--- config.mk ---
export PLATFORM = sky130hd
export DESIGN_NAME = uart_tx_flat
export DESIGN_NICKNAME = d
export VERILOG_FILES = /design/src/rtl/uart_tx_if.sv /design/src/rtl/uart_tx.sv /design/src/flat_wrapper.sv
export SDC_FILE = /design/constraint.sdc
export NUM_CORES = 1
export LEC_CHECK = 0
export CAP_MARGIN = 20
export CORE_ASPECT_RATIO = 1.2
export CORE_MARGIN = 4
export CORE_UTILIZATION = 34
export DETAILED_ROUTE_END_ITERATION = 12
export DONT_BUFFER_PORTS = 1
export PLACE_DENSITY = 0.54
export SYNTH_ARGS = -nofsm -noshare
export SYNTH_HDL_FRONTEND = slang
export SYNTH_SLANG_ARGS = --single-unit
--- constraint.sdc ---
create_clock -name clk -period 3.2 [get_ports clk]
set_input_delay 0.8 -clock clk [delete_from_list [all_inputs] [get_ports clk]]
set_output_delay 0.8 -clock clk [all_outputs]
set_load 0.01 [all_outputs]
--- src/rtl/uart_tx_if.sv ---
// Bus-side signal bundle for uart_tx: CPU write path, interrupt control and line/status outputs.
interface uart_tx_if;
  logic [7:0] tx_data;
  logic       we;
  logic       ien;
  logic       ack;
  logic       tx;
  logic       busy;
  logic       full;
  logic       overrun;
  logic       irq;

  modport master (
    output tx_data, we, ien, ack,
    input  tx, busy, full, overrun, irq
  );

  modport slave (
    input  tx_data, we, ien, ack,
    output tx, busy, full, overrun, irq
  );
endinterface

--- src/rtl/uart_tx.sv ---
// 8N1 LSB-first UART transmitter fed by a small circular write FIFO; frames are sent back-to-back
// while bytes remain queued, with a sticky interrupt when the line drains to idle.
module uart_tx #(
  parameter int unsigned WAIT_COUNT = 868,
  parameter int unsigned FIFO_DEPTH = 4
) (
  input  logic     clk,
  input  logic     rst,
  uart_tx_if.slave bus
);
  localparam int unsigned PW = $clog2(FIFO_DEPTH);
  localparam int unsigned CW = PW + 1;
  localparam int unsigned WW = $clog2(WAIT_COUNT);
  localparam logic [WW-1:0] WAIT_LAST = WW'(WAIT_COUNT - 1);
  localparam logic [CW-1:0] DEPTH_C   = CW'(FIFO_DEPTH);

  typedef enum logic [1:0] {IDLE, START, DATA, STOP} state_e;

  state_e        state_q, state_d;
  logic [7:0]    mem_q [FIFO_DEPTH];
  logic [PW-1:0] wptr_q, rptr_q;
  logic [CW-1:0] count_q, count_d;
  logic [WW-1:0] wait_q;
  logic [2:0]    bit_q;
  logic [7:0]    shift_q;
  logic          tx_q, busy_q, full_q, overrun_q, irq_q;
  logic          bit_end, push, pop, idle_ev;

  // Push is gated by the registered full flag, so a write into a full FIFO is dropped
  // even when the FSM pops on the same edge.
  always_comb begin
    bit_end = (wait_q == WAIT_LAST);
    push    = bus.we && !full_q;
    pop     = (count_q != '0) && ((state_q == IDLE) || ((state_q == STOP) && bit_end));
    idle_ev = (state_q == STOP) && bit_end && (count_q == '0);

    count_d = count_q;
    if (push && !pop)      count_d = count_q + CW'(1);
    else if (pop && !push) count_d = count_q - CW'(1);

    state_d = state_q;
    case (state_q)
      IDLE:  if (pop) state_d = START;
      START: if (bit_end) state_d = DATA;
      DATA:  if (bit_end && (bit_q == 3'd7)) state_d = STOP;
      STOP:  if (bit_end) state_d = pop ? START : IDLE;
      default: state_d = IDLE;
    endcase
  end

  always_ff @(posedge clk) begin
    if (push) mem_q[wptr_q] <= bus.tx_data;
  end

  always_ff @(posedge clk or negedge rst) begin
    if (!rst) begin
      state_q   <= IDLE;
      wptr_q    <= '0;
      rptr_q    <= '0;
      count_q   <= '0;
      wait_q    <= '0;
      bit_q     <= '0;
      shift_q   <= '0;
      tx_q      <= 1'b1;
      busy_q    <= 1'b0;
      full_q    <= 1'b0;
      overrun_q <= 1'b0;
      irq_q     <= 1'b0;
    end else begin
      state_q <= state_d;
      count_q <= count_d;
      full_q  <= (count_d == DEPTH_C);
      busy_q  <= (state_d != IDLE) || (count_d != '0);
      if (push) wptr_q <= wptr_q + PW'(1);
      if (pop)  rptr_q <= rptr_q + PW'(1);

      if (bus.we && full_q) overrun_q <= 1'b1;
      else if (bus.ack)     overrun_q <= 1'b0;
      if (idle_ev && bus.ien) irq_q <= 1'b1;
      else if (bus.ack)       irq_q <= 1'b0;

      case (state_q)
        IDLE: begin
          wait_q <= '0;
          tx_q   <= !pop;
          if (pop) shift_q <= mem_q[rptr_q];
        end
        START: begin
          if (bit_end) begin
            wait_q  <= '0;
            bit_q   <= '0;
            tx_q    <= shift_q[0];
            shift_q <= shift_q >> 1;
          end else begin
            wait_q <= wait_q + WW'(1);
          end
        end
        DATA: begin
          if (bit_end) begin
            wait_q <= '0;
            if (bit_q == 3'd7) begin
              tx_q <= 1'b1;
            end else begin
              bit_q   <= bit_q + 3'd1;
              tx_q    <= shift_q[0];
              shift_q <= shift_q >> 1;
            end
          end else begin
            wait_q <= wait_q + WW'(1);
          end
        end
        STOP: begin
          if (bit_end) begin
            wait_q <= '0;
            tx_q   <= !pop;
            if (pop) shift_q <= mem_q[rptr_q];
          end else begin
            wait_q <= wait_q + WW'(1);
          end
        end
        default: tx_q <= 1'b1;
      endcase
    end
  end

  assign bus.tx      = tx_q;
  assign bus.busy    = busy_q;
  assign bus.full    = full_q;
  assign bus.overrun = overrun_q;
  assign bus.irq     = irq_q;
endmodule

--- src/flat_wrapper.sv ---
// flat-port wrapper written by rule: the top's interface ports become plain ports
module uart_tx_flat 
#(
  parameter int unsigned WAIT_COUNT = 868,
  parameter int unsigned FIFO_DEPTH = 4
)
  (clk, rst, bus_tx_data, bus_we, bus_ien, bus_ack, bus_tx, bus_busy, bus_full, bus_overrun, bus_irq);
  uart_tx_if bus_i ();
  input  logic clk;
  input  logic rst;
  input wire logic [$bits(bus_i.tx_data)-1:0] bus_tx_data;
  input wire logic [$bits(bus_i.we)-1:0] bus_we;
  input wire logic [$bits(bus_i.ien)-1:0] bus_ien;
  input wire logic [$bits(bus_i.ack)-1:0] bus_ack;
  output wire logic [$bits(bus_i.tx)-1:0] bus_tx;
  output wire logic [$bits(bus_i.busy)-1:0] bus_busy;
  output wire logic [$bits(bus_i.full)-1:0] bus_full;
  output wire logic [$bits(bus_i.overrun)-1:0] bus_overrun;
  output wire logic [$bits(bus_i.irq)-1:0] bus_irq;
  assign bus_i.tx_data = bus_tx_data;
  assign bus_i.we = bus_we;
  assign bus_i.ien = bus_ien;
  assign bus_i.ack = bus_ack;
  assign bus_tx = bus_i.tx;
  assign bus_busy = bus_i.busy;
  assign bus_full = bus_i.full;
  assign bus_overrun = bus_i.overrun;
  assign bus_irq = bus_i.irq;
  uart_tx #(.WAIT_COUNT(WAIT_COUNT), .FIFO_DEPTH(FIFO_DEPTH)) u_core (.clk(clk), .rst(rst), .bus(bus_i));
endmodule
==> impl_metrics.tcl <==
set metrics [dict create \
    status "complete, no violations" \
    grt_max_degree 36 \
    crit_required_ns 3.38 \
    track_usage_pct 11.5 \
    finalCriticalPeriod_ns 2.54 \
    route.detailed.vias_per_inst 4.80 \
    synth_fa_ha_area_share_pct 5.70 \
    synth_area_leaders "edfxtp_1, dfrtp_1, mux4_2" \
    fin_worst_skew_ns 0.00910 \
    cp_data_arrival_time_ns 2.72 \
    cts_root_buffer "clkbuf_8" \
    areaGrowthSynthToFinish_pct 10.5 \
    core_area_um2 8700 \
    synthCells 232 \
    cp-start-kind "flop" \
    ys_ff_latch 67 \
    yosys.area_share.simple_pct 11.2 \
    via_count 1717 \
    layout_commonest_cell "dfrtp_1" \
    cts_tree "done" \
    synth.cell_area_um2 3070 \
    critPathSlowestCell "o211ai_1" \
    hold_buffers 0 \
    firstDrtPassIters 4 \
    crit_family "compound AO/OA/AOI/OAI gates" \
    synth.area.mux_share_pct 8.15 \
    synth_top_flop_cell "dfrtp_1" \
    max_cap_violations 0 \
    finalHoldViolCount 0 \
    crit_type "flop to flop" \
    first_iter_violations 55 \
    numCtsBuffers 9 \
    ioPinCount 18 \
    die_h_um 112 \
    fp-row-count 37 \
    wl_um 5320 \
    clkTransAtPathRegs_ns 0.08 \
    p_leak_nw 1.37 \
    synthXorXnorAreaFrac_pct 3.71 \
    fillers 870 \
    gr-total-overflow 0 \
    h-tree-depth 3 \
    synth-edff-count 32 \
    grt_setup_unrepaired "no" \
    synth_top_area_share_pct 31.3 \
    syn_avg_cell_area_um2 13.2 \
    irDropWorstVdd_v 0.000386 \
    synth_cell_type_count 45 \
    worstMarginPinSlew_ns 1.03 \
    clock-sinks 67 \
    postCtsSetupRepairBufs 0 \
    antenna_left 0 \
    hpwl_um 3620 \
    synth_compound_area_share_pct 8.84 \
    syn_nets 259 \
    routabilityCongestion 0.779 \
    drive_gt1_share_pct 14.1 \
    diodes 0 \
    setup_ws_ns 0.664 \
    fin_nets 263 \
    grt_pass1_wl_um 9290 \
    preCtsSetupSlack_ns 0.649 \
    first_global_vias 1825 \
    mostFrequentLayoutCells "dfrtp_1, edfxtp_1, nand2_1, nor2_1, o21ai_0" \
    insertion_delay_ns 0.34 \
    cts_resized 0 \
    portBuffers 0 \
    crit_path_max_incr_delay_ns 0.83 \
    clockBufferDepth 2 \
    crit_path_cell_trace "ha_1 > and4bb_4 > a41oi_4 > nor2_1 > o211ai_1 > o21ai_0" \
    yosys.area.top_type "edfxtp_1" \
    synth_top_family_by_area "simple AND/OR/NAND/NOR gates" \
    fmax_mhz 394 \
    min_path_type "primary input to asynchronous set/reset pin" \
    slew_headroom_pct 31.0 \
    async_flop_share_pct 52.2 \
    post-route-drc-count 0 \
    period_share_pct 79.2 \
    routedWlPerCell_um 14.9 \
    initial_utilization_pct 35.3 \
    cp_max_fo 17 \
    antenna_found_initial 0 \
    maxSlewViolCount 0 \
    die_x_um 94.8 \
    yosysSeqAreaShare_pct 59.9 \
    path_buf_inv 0 \
    yosysWarnings 0 \
    crit_path_end_kind "flop" \
    cellPowerDensity_nw_per_um2 825 \
    die_area_um2 10600 \
    finalSetupViolations 0 \
    fin_setup_tns_ns 0 \
]
==> cells by family (layout without fill, tap and decap cells) <==
kind of cell / after synthesis / in the layout
multiplexers: 15 / 15
XOR/XNOR: 13 / 13
flip-flops: 67 / 67
adder cells (fa/ha/maj): 14 / 14
AO/OA/AOI/OAI: 36 / 36
AND/OR/NAND/NOR: 69 / 69
buffers and inverters: 18 / 27
==> worst reg2reg max path: stages, from the launching register on <==
cell and delay [ns]:
dfrtp_1 0.41, ha_1 0.28, and4bb_4 0.24, a41oi_4 0.26
nor2_1 0.13, o211ai_1 0.83, o21ai_0 0.22
==> synthesized netlist by cell type (2+ instances only) <==
cell type,count
inv_1,9
ha_1,14
and3_1,3
mux4_2,8
nor3_1,3
nor2b_1,3
nor2_1,15
xor2_1,7
nand3_1,6
o22ai_1,2
and2_1,6
nand4_1,2
mux2i_1,7
dfrtp_1,34
nand2b_1,3
buf_4,2
edfxtp_1,32
o21ai_0,15
buf_2,3
a21oi_1,2
xnor2_1,6
clkbuf_1,3
a22o_1,3
nand2_1,23
==> through the flow <==
step           util (%)  std cells  power (mW)  area (um2)  hold WS (ns)
5_1_grt            39.0        358        3.00        3390         0.109
4_1_cts            39.0        358        2.84        3390         0.123
3_3_place_gp       36.6        342        2.08        3190         0.459
3_5_place_dp       36.6        342        2.10        3190         0.471
2_1_floorplan         -        232        1.91        3070         0.447
6_report           39.0        358        2.80        3390         0.143
==> cell type report <==
cell class,count,area (um2),share of cell area (%)
timing repair buffer,2,15.0,0.442
multi-input combinational,147,1150,34.0
clock buffer,9,124,3.65
clock inverter,7,82.6,2.43
tap,117,146,4.31
sequential,67,1840,54.2
inverter,9,33.8,0.996
==> metal layers <==
layer | global-route usage [%] | share of wire (%)
met1 | 14.1 | 45
met2 | 18.1 | 49
met3 | 4.49 | 4.1
met4 | 4.81 | 1.8
met5 | 0 | 0
==> flip-flops by register name (all words and copies together) (netlist names), 2 cells and up <==
register,count
u_core.wait_q,10
u_core.mem_q,32
u_core.state_q,2
u_core.bit_q,3
u_core.count_q,3
u_core.wptr_q,2
u_core.rptr_q,2
u_core.shift_q,8
==> report_power, final <==
group          switching (mW)  internal (mW)  leakage, nW
registers               0.178           1.13        0.740
clock network           0.361          0.373       0.0988
logic                   0.394          0.368        0.527
==> path summary, 6_finish.rpt <==
check / from / endpoint / slack, ns / cells past startpoint
setup / recovery: u_core.wait_q[0] / u_core.shift_q[6] / 0.66 / 6
hold / removal: rst / u_core.bus.busy / 0.14 / 0
setup reg to reg: u_core.wait_q[0] / u_core.shift_q[6] / 0.66 / 6
hold reg to reg: u_core.wait_q[0] / u_core.wait_q[0] / 0.48 / 1
max in group asynchronous: rst / u_core.bus.tx / 2.87 / 0
min in group clk: u_core.wait_q[0] / u_core.wait_q[0] / 0.48 / 1
No activity file was read; power rests on OpenSTA's default activity.
